--- config.mk ---
export PLATFORM = sky130hd
export DESIGN_NAME = layer2_mac
export DESIGN_NICKNAME = d
export VERILOG_FILES = /design/src/rtl/layer2_pkg.sv /design/src/rtl/layer2_mac_sm_mult.sv /design/src/rtl/layer2_mac.sv
export SDC_FILE = /design/constraint.sdc
export NUM_CORES = 1
export LEC_CHECK = 0
export BUFFER_PORTS_ARGS = -buffer_cell sky130_fd_sc_hd__buf_2
export CORE_ASPECT_RATIO = 2
export CORE_MARGIN = 2
export CORE_UTILIZATION = 30
export DETAILED_ROUTE_END_ITERATION = 8
export PLACE_DENSITY = 0.44
export SYNTH_ARGS = -nofsm -noshare
export SYNTH_HDL_FRONTEND = slang
export SYNTH_HIERARCHICAL = 1
export SYNTH_SLANG_ARGS = --single-unit
--- constraint.sdc ---
create_clock -name clk -period 7.15 [get_ports clk]
set_input_delay 1.0725 -clock clk [delete_from_list [all_inputs] [get_ports clk]]
set_output_delay 1.0725 -clock clk [all_outputs]
set_load 0.02 [all_outputs]
--- src/rtl/layer2_pkg.sv ---
// Shared types and sign-magnitude helpers for the layer-2 neuron engine.
package layer2_pkg;
  localparam int SM_W   = 20;
  localparam int FRAC   = 18;
  localparam int MAG_W  = SM_W - 1;
  localparam int PROD_W = 2 * MAG_W;
  localparam int WIDE_W = 64;
  localparam logic [MAG_W-1:0] MAG_MAX = 19'h7FFFF;

  typedef enum logic [1:0] {IDLE, RUN, DRAIN} state_t;

  typedef struct packed {
    logic       first;
    logic       last;
    logic [7:0] idx;
  } tag_t;

  function automatic logic signed [PROD_W:0] sm2tc(input logic sign, input logic [PROD_W-1:0] mag);
    logic signed [PROD_W:0] v;
    v = $signed({1'b0, mag});
    return sign ? -v : v;
  endfunction

  // Round toward zero on the magnitude, saturate, and never emit negative zero.
  function automatic logic [SM_W-1:0] tc2sm(input logic signed [WIDE_W-1:0] v);
    logic [WIDE_W-1:0] m;
    logic [WIDE_W-1:0] sh;
    logic [MAG_W-1:0]  sat;
    m   = v[WIDE_W-1] ? WIDE_W'(-v) : WIDE_W'(v);
    sh  = m >> FRAC;
    sat = (sh > WIDE_W'(MAG_MAX)) ? MAG_MAX : sh[MAG_W-1:0];
    return {v[WIDE_W-1] && (sat != '0), sat};
  endfunction
endpackage

--- src/rtl/layer2_mac_sm_mult.sv ---
// Stage 1: registered sign-magnitude multiply; the issue tag rides along.
module sm_mult
  import layer2_pkg::*;
(
  input  logic              clk,
  input  logic              rst_n,
  input  logic              vld,
  input  tag_t              tag,
  input  logic [SM_W-1:0]   w,
  input  logic [SM_W-1:0]   a,
  output logic              vld_q,
  output tag_t              tag_q,
  output logic              sign_q,
  output logic [PROD_W-1:0] mag_q
);
  always_ff @(posedge clk or negedge rst_n) begin
    if (!rst_n) begin
      vld_q  <= 1'b0;
      tag_q  <= '0;
      sign_q <= 1'b0;
      mag_q  <= '0;
    end else begin
      vld_q <= vld;
      if (vld) begin
        tag_q  <= tag;
        sign_q <= w[SM_W-1] ^ a[SM_W-1];
        mag_q  <= PROD_W'(w[MAG_W-1:0]) * PROD_W'(a[MAG_W-1:0]);
      end
    end
  end
endmodule

--- src/rtl/layer2_mac.sv ---
// Layer-2 neuron engine: address sweep, 2-stage MAC, saturated SM result per neuron.
// Define LAYER2_RELU_EN to clamp negative results to zero.
module layer2_mac
  import layer2_pkg::*;
#(
  parameter int N_IN  = 5,
  parameter int N_OUT = 3,
  parameter int ACC_W = 44
) (
  input  logic            clk,
  input  logic            rst_n,
  input  logic            start,
  output logic [7:0]      w_addr,
  input  logic [SM_W-1:0] w_data,
  output logic [7:0]      a_addr,
  input  logic [SM_W-1:0] a_data,
  output logic            busy,
  output logic            out_valid,
  output logic [7:0]      out_idx,
  output logic [SM_W-1:0] out_data,
  output logic            done
);
  localparam int TOTAL = N_IN * N_OUT;

  state_t     state;
  logic       drain_cnt;
  logic [7:0] n_cnt;
  logic [1:0] vld_pipe;
  tag_t       issue_tag, s1_tag;
  logic       p_sign;
  logic [PROD_W-1:0] p_mag;

  always_ff @(posedge clk or negedge rst_n) begin
    if (!rst_n) begin
      state     <= IDLE;
      w_addr    <= '0;
      a_addr    <= '0;
      n_cnt     <= '0;
      busy      <= 1'b0;
      drain_cnt <= 1'b0;
    end else begin
      case (state)
        IDLE: if (start) begin
          state  <= RUN;
          busy   <= 1'b1;
          w_addr <= '0;
          a_addr <= '0;
          n_cnt  <= '0;
        end
        RUN: if (w_addr == 8'(TOTAL - 1)) begin
          state     <= DRAIN;
          drain_cnt <= 1'b0;
          w_addr    <= '0;
          a_addr    <= '0;
          n_cnt     <= '0;
        end else begin
          w_addr <= w_addr + 8'd1;
          if (a_addr == 8'(N_IN - 1)) begin
            a_addr <= '0;
            n_cnt  <= n_cnt + 8'd1;
          end else begin
            a_addr <= a_addr + 8'd1;
          end
        end
        DRAIN: if (drain_cnt) begin
          state <= IDLE;
          busy  <= 1'b0;
        end else begin
          drain_cnt <= 1'b1;
        end
        default: state <= IDLE;
      endcase
    end
  end

  assign vld_pipe[0]     = (state == RUN);
  assign issue_tag.first = (a_addr == '0);
  assign issue_tag.last  = (a_addr == 8'(N_IN - 1));
  assign issue_tag.idx   = n_cnt;

  sm_mult u_mult (
    .clk    (clk),
    .rst_n  (rst_n),
    .vld    (vld_pipe[0]),
    .tag    (issue_tag),
    .w      (w_data),
    .a      (a_data),
    .vld_q  (vld_pipe[1]),
    .tag_q  (s1_tag),
    .sign_q (p_sign),
    .mag_q  (p_mag)
  );

  logic signed [PROD_W:0]  p_tc;
  logic signed [ACC_W-1:0] p_ext, acc, acc_next;
  logic [SM_W-1:0]         res_sm, res;

  assign p_tc     = sm2tc(p_sign, p_mag);
  assign p_ext    = ACC_W'(p_tc);
  assign acc_next = s1_tag.first ? p_ext : acc + p_ext;
  assign res_sm   = tc2sm(WIDE_W'(acc_next));

`ifdef LAYER2_RELU_EN
  assign res = res_sm[SM_W-1] ? '0 : res_sm;
`else
  assign res = res_sm;
`endif

  always_ff @(posedge clk or negedge rst_n) begin
    if (!rst_n) begin
      acc       <= '0;
      out_valid <= 1'b0;
      out_idx   <= '0;
      out_data  <= '0;
      done      <= 1'b0;
    end else begin
      out_valid <= vld_pipe[1] & s1_tag.last;
      done      <= vld_pipe[1] & s1_tag.last & (s1_tag.idx == 8'(N_OUT - 1));
      if (vld_pipe[1]) acc <= acc_next;
      if (vld_pipe[1] && s1_tag.last) begin
        out_idx  <= s1_tag.idx;
        out_data <= res;
      end
    end
  end
endmodule

======== Word-level counts from Yosys, hierarchy flattened ========
Cells that the tools add are included.
operators by class
  $add $sub $neg .......................... 6
  $mul .................................... 1
  order comparisons ....................... 1
  equal/unequal tests ..................... 9
  multiplexer cells ....................... 22
  bitwise gates (word level) .............. 3
  reduce and logical (&&, ||, !) cells .... 13
operators by type and width
  kind                  count
  $mux 64               1
  $neg 44->64           1
  $mux 8                6
  $pmux 8 s2            3
  $gt 46x19->1 const B  1
  $add 44x39->44        1
  $mux 44               1
  $mux 39               1
  $neg 38->39           1
  $mul 19x19->38        1
  $add 8x1->8 const B   3
  $mux 19               1
  $reduce_bool 19->1    1
  $reduce_and 3->1      3
  $eq 8x2->1 const B    1
  $eq 8x3->1 const B    1
  $eq 8x4->1 const B    1
  $logic_not 8->1       1
  $mux 2                3
  $ne 2x2->1 const B    3
  $pmux 2 s3            1
  $reduce_bool 2->1     3
  $pmux 1 s2            2
  $reduce_and 2->1      2
  8 further kinds       12
word-level totals
  register bits ........................... 152
  output and inout bits ................... 47
  logic and storage cells ................. 72

======== Longest topological paths before layout ========
  depth in word-level cells ............... 10
  mapped depth ............................ 25

======== Hierarchy ========
The synthesis kept the hierarchy.
by module, submodules not included
  module      instances  cells an instance  area each (µm²)
  sm_mult     1          1613               14302.5
  layer2_mac  1          1260               9947.0

======== Worst setup path before layout ========
OpenSTA, ideal clock, no wires.
  path kind ............................... input -> register
  start ................................... input a_data[15]
  end ..................................... register u_mult.mag_q[36]
  arrival ................................. 6709 ps
  required time ........................... 7026 ps
  slack ................................... 317 ps
  stages on the path ...................... 22
  cell sequence ........................... clkbuf_1 > clkbuf_1 > nand2_1 > fa_1 > inv_1 > fa_1 > fa_1 > inv_1 > fa_1 > inv_1 > fa_1 > inv_1 > fa_1 > inv_1 > ha_1 > buf_2 > a21oi_1 > o21ai_1 > a22o_1 > o41ai_1 > nor4_1 > a211o_1
on the way
  word-level cells in the longest chain between the ends .. 1
ends and longest elaborated chain
  element                 line                      source
  start: declaration      layer2_mac.sv:16          input logic [SM_W-1:0] a_data,
  $mul 19x19->38          layer2_mac_sm_mult.sv:27  mag_q <= PROD_W'(w[MAG_W-1:0]) * PROD_W'(a[MAG_W-1:0]);
  end signal: assignment  layer2_mac_sm_mult.sv:27
  end: declaration        layer2_mac_sm_mult.sv:14  output logic [PROD_W-1:0] mag_q
No other way between the ends.
A chain may end at the register's enable or synchronous reset.

======== Final worst setup path ========
  start ................................... register u_mult.mag_q[7]
  end ..................................... register out_data[19]
on the way
  word-level cells in the longest chain between the ends .. 10
ends and longest elaborated chain
  element                 line               source
  $neg 38->39             layer2_pkg.sv:21   return sign ? -v : v;
  $mux 39 *               layer2_pkg.sv:21
  $add 44x39->44          layer2_mac.sv:100  assign acc_next = s1_tag.first ? p_ext : acc + p_ext;
  $mux 44 *               layer2_mac.sv:100
  $neg 44->64             layer2_pkg.sv:29   m = v[WIDE_W-1] ? WIDE_W'(-v) : WIDE_W'(v);
  $mux 64                 layer2_pkg.sv:29
  $gt 46x19->1            layer2_pkg.sv:31   sat = (sh > WIDE_W'(MAG_MAX)) ? MAG_MAX : sh[MAG_W-1:0];
  $mux 19                 layer2_pkg.sv:31
  $reduce_bool 19->1      layer2_pkg.sv:32   return {v[WIDE_W-1] && (sat != '0), sat};
  $logic_and 1x1->1 *     layer2_pkg.sv:32
  end signal: assignment  layer2_mac.sv:122  out_data <= res;
  end: declaration        layer2_mac.sv:20   output logic [SM_W-1:0] out_data,
Every way passes the cells marked *; elsewhere a longest branch is shown, timed or not.

==> flow_summary.toml <==
[final_layout]
final_layout_size_suffix_gt1_share_pct = 11.42
layout.cells.most_common = "sky130_fd_sc_hd__inv_1"
most-common-layout-cells = "sky130_fd_sc_hd__inv_1, sky130_fd_sc_hd__nand2_1, sky130_fd_sc_hd__fa_1"
final.fill_count = 8674
area.growth.synth_to_final_pct = 11.52
layout.cells.non_filler = 4011
nets = 3471
utilization_after_layout_pct = 33.72
antenna_cells = 0

[floorplan]
die_area_um2 = 83260
core-area_um2 = 80190
floorplan.rows = 147
die_x_um = 205.0
die_h_um = 406.1
floorplan.initialDensity_pct = 30.24
top_level_port_count = 90

[clock_tree]
cts.root.buffer_cell = "sky130_fd_sc_hd__clkbuf_16"
clk_pin_slew_worst_paths_ns = 0.06
clk_path_buf_depth = 3
cts_max_level = 4
clock_buffers_created_by_tritoncts = 25
clkLatencyLatePin_ns = 0.52
tritoncts_num_sinks = 152
tritoncts_clock_tree = "built"

[placed_design]
dp.cells = 3979
port_buffers = 89
routabilityCongestion = 0.9210
place.detailed.hpwl_mm = 71.68

[global_routing]
grt.busiest_layer = "met2"
globalRouteMet3Util_pct = 1.473
combined_global_route_utilization_of_all_metal_layers_pct = 20.63
grt_total_ovfl = 0
grt_max_degree = 95
use_met1_pct = 19.35
met2_usage_pct = 40.97
antenna_found_initial = 0
grt_pass1_vias = 22740
grt_pass1_wl_mm = 130.6

[logic_synthesis]
syn-num-nets = 3381
register_bit_count_reported_by_yosys = 152
sequential_area_share_after_synthesis_pct = 15.69
yosysWarnings = 6
postSynth.asyncResetShare_pct = 100.0
synth_enable_flop_cells = 0
post_synth_inst_count = 2873
synthesis.area_um2 = 24250
postSynth.topFlopCell = "sky130_fd_sc_hd__dfrtp_1"
synth_area_per_cell_um2 = 8.440
synth_cell_types = 99

[timing]
slew_viol_final = 0
min_period_over_period_pct = 95.45
slew_headroom_pct = 27.84
setup_violations = 0
finalClockSkew_ns = 0.02930
slew_at_the_pin_closest_to_its_max_slew_limit_ns = 1.071
rsz0062_at_grt = "no"
finalWorstPathRequiredPeriod_ns = 6.824
finalSetupTns_ns = 0
max_freq_mhz = 146.5
hold_viol = 0

[drt]
first_iter_violations = 856
drt_first_pass_iters = 5
wl_per_cell_um = 21.10
postRouteAntennaNets = 0
route.vias.total = 20980
vias_per_cell = 5.231
drc = 0
wl_mm = 84.62

[flow_run]
drv_cap = 0

[critical_path]
endpoint_kind = "flip-flop"
timing_worst_setup_path_type = "flip-flop to flip-flop"
critical_path_arrival_ns = 7.21
worst_setup_path_start_kind = "flip-flop"
reg2reg_slack_ns = 0.33
critical_path.max_fanout = 11
worst-endpoint-required_ns = 7.54

[min_path]
worst_min_delay_path_class = "flip-flop to flip-flop"

[run_status]
status = "completed"
metal layers:
layer / wire, µm / part of all wire [%]
met4: 6811 / 8.0
met5: 0 / 0
met2: 47810 / 57
met3: 1805 / 2.1
met1: 28190 / 33
through the flow:
stage	instance area [µm²]	hold WS [ns]	setup WS, ns
after floorplan	24250	0.4498	0.3170
after global placement	26350	0.4740	0.07372
after detailed placement	26350	0.4794	0.01679
after CTS	27040	0.4908	0.4008
after global routing	27040	0.5235	0.01067
final	27040	0.4880	0.3256
cell families after synthesis:
| logic type | Yosys count | synth area share (%) |
|---|---|---|
| xor gates and xnor gates | 95 | 3.431 |
| buffers and inverters | 537 | 8.400 |
| muxes | 68 | 3.055 |
| adders and majority gates | 465 | 32.94 |
| DFF | 152 | 15.69 |
| AOI/OAI and AO/OA | 542 | 15.01 |
| and+or+nand+nor | 1014 | 21.48 |
registers in the layout (all words and copies together), names as in the netlist:
signal and count:
acc 44, u_mult/mag_q 38, out_data 20, u_mult/tag_q 10
a_addr 8, n_cnt 8, out_idx 8, w_addr 8
state 2, busy 1, done 1, drain_cnt 1
out_valid 1, u_mult/sign_q 1, u_mult/vld_q 1
worst max-delay path, stage by stage (launching register included):
cell	delay (ns)
sky130_fd_sc_hd__dfrtp_1	0.44
sky130_fd_sc_hd__nor3_2	0.46
sky130_fd_sc_hd__nand3_1	0.34
sky130_fd_sc_hd__or2_2	0.45
sky130_fd_sc_hd__o41ai_2	0.24
sky130_fd_sc_hd__xor2_1	0.43
sky130_fd_sc_hd__inv_1	0.09
sky130_fd_sc_hd__ha_1	0.56
sky130_fd_sc_hd__nand2_1	0.15
sky130_fd_sc_hd__nor2_1	0.37
sky130_fd_sc_hd__nand2_1	0.09
sky130_fd_sc_hd__a211oi_1	0.50
sky130_fd_sc_hd__nor3_1	0.16
sky130_fd_sc_hd__o31ai_2	0.88
sky130_fd_sc_hd__nor3b_1	0.15
sky130_fd_sc_hd__a41oi_1	0.41
sky130_fd_sc_hd__mux2i_1	0.14
sky130_fd_sc_hd__a311o_1	0.33
sky130_fd_sc_hd__nor4b_1	0.38
sky130_fd_sc_hd__a31oi_1	0.13
synth_stat cells (all sizes together), types with 9 or more instances:
master | count | share of area [%]
fa | 289 | 24
clkbuf | 108 | 1.7
o211ai | 21 | 0.67
ha | 176 | 9.1
or2 | 14 | 0.36
mux2i | 20 | 0.83
xor2 | 39 | 1.4
o21ai | 118 | 2.5
nor2b | 11 | 0.28
o41ai | 20 | 1.0
nand2b | 17 | 0.44
a21o | 20 | 0.62
dfrtp | 152 | 16
a31oi | 48 | 1.3
o21a | 19 | 0.59
nand3b | 11 | 0.34
nor3b | 9 | 0.30
nor2 | 174 | 2.7
or3 | 26 | 0.69
o21bai | 9 | 0.28
nand2 | 328 | 5.1
nand4 | 45 | 1.2
a21oi | 150 | 3.2
a211oi | 20 | 0.64
xnor2 | 56 | 2.0
buf | 29 | 0.54
nor4 | 28 | 0.96
and3 | 20 | 0.52
and2 | 214 | 5.5
mux2 | 48 | 2.2
nand3 | 43 | 0.93
o31ai | 27 | 0.88
inv | 399 | 6.2
nor3 | 39 | 0.85
and4 | 9 | 0.33
final cells by class:
cell class	count	area, µm²	share of cell area (%)
Inverter	400	1501	5.552
Clock inverter	3	15.01	0.05552
Multi-Input combinational cell	2184	18420	68.12
Timing Repair Buffer	200	1323	4.891
Sequential cell	152	3806	14.07
Clock buffer	29	670.6	2.480
Tap cell	1043	1305	4.826
final timing paths:
| path | startpoint | endpoint | cells after the start |
|---|---|---|---|
| max | u_mult/mag_q[7] | out_data[19] | 19 |
| min | acc[11] | acc[11] | 1 |
| max reg2reg | u_mult/mag_q[7] | out_data[19] | 19 |
| min reg2reg | acc[11] | acc[11] | 1 |
| max in group asynchronous | rst_n | u_mult/mag_q[7] | 2 |
| min in group asynchronous | rst_n | out_data[3] | 1 |
timing repair:
item | in CTS | in global routing
setup buffers | 0 | 0
hold buffers | 0 | 0
endpoints found under the setup margin | 0 | 17
gates resized for setup | 0 | 1
Power is left out: the tool's default activity adds up to more than one toggle a clock period on the data nets, which glitch-free logic cannot reach.
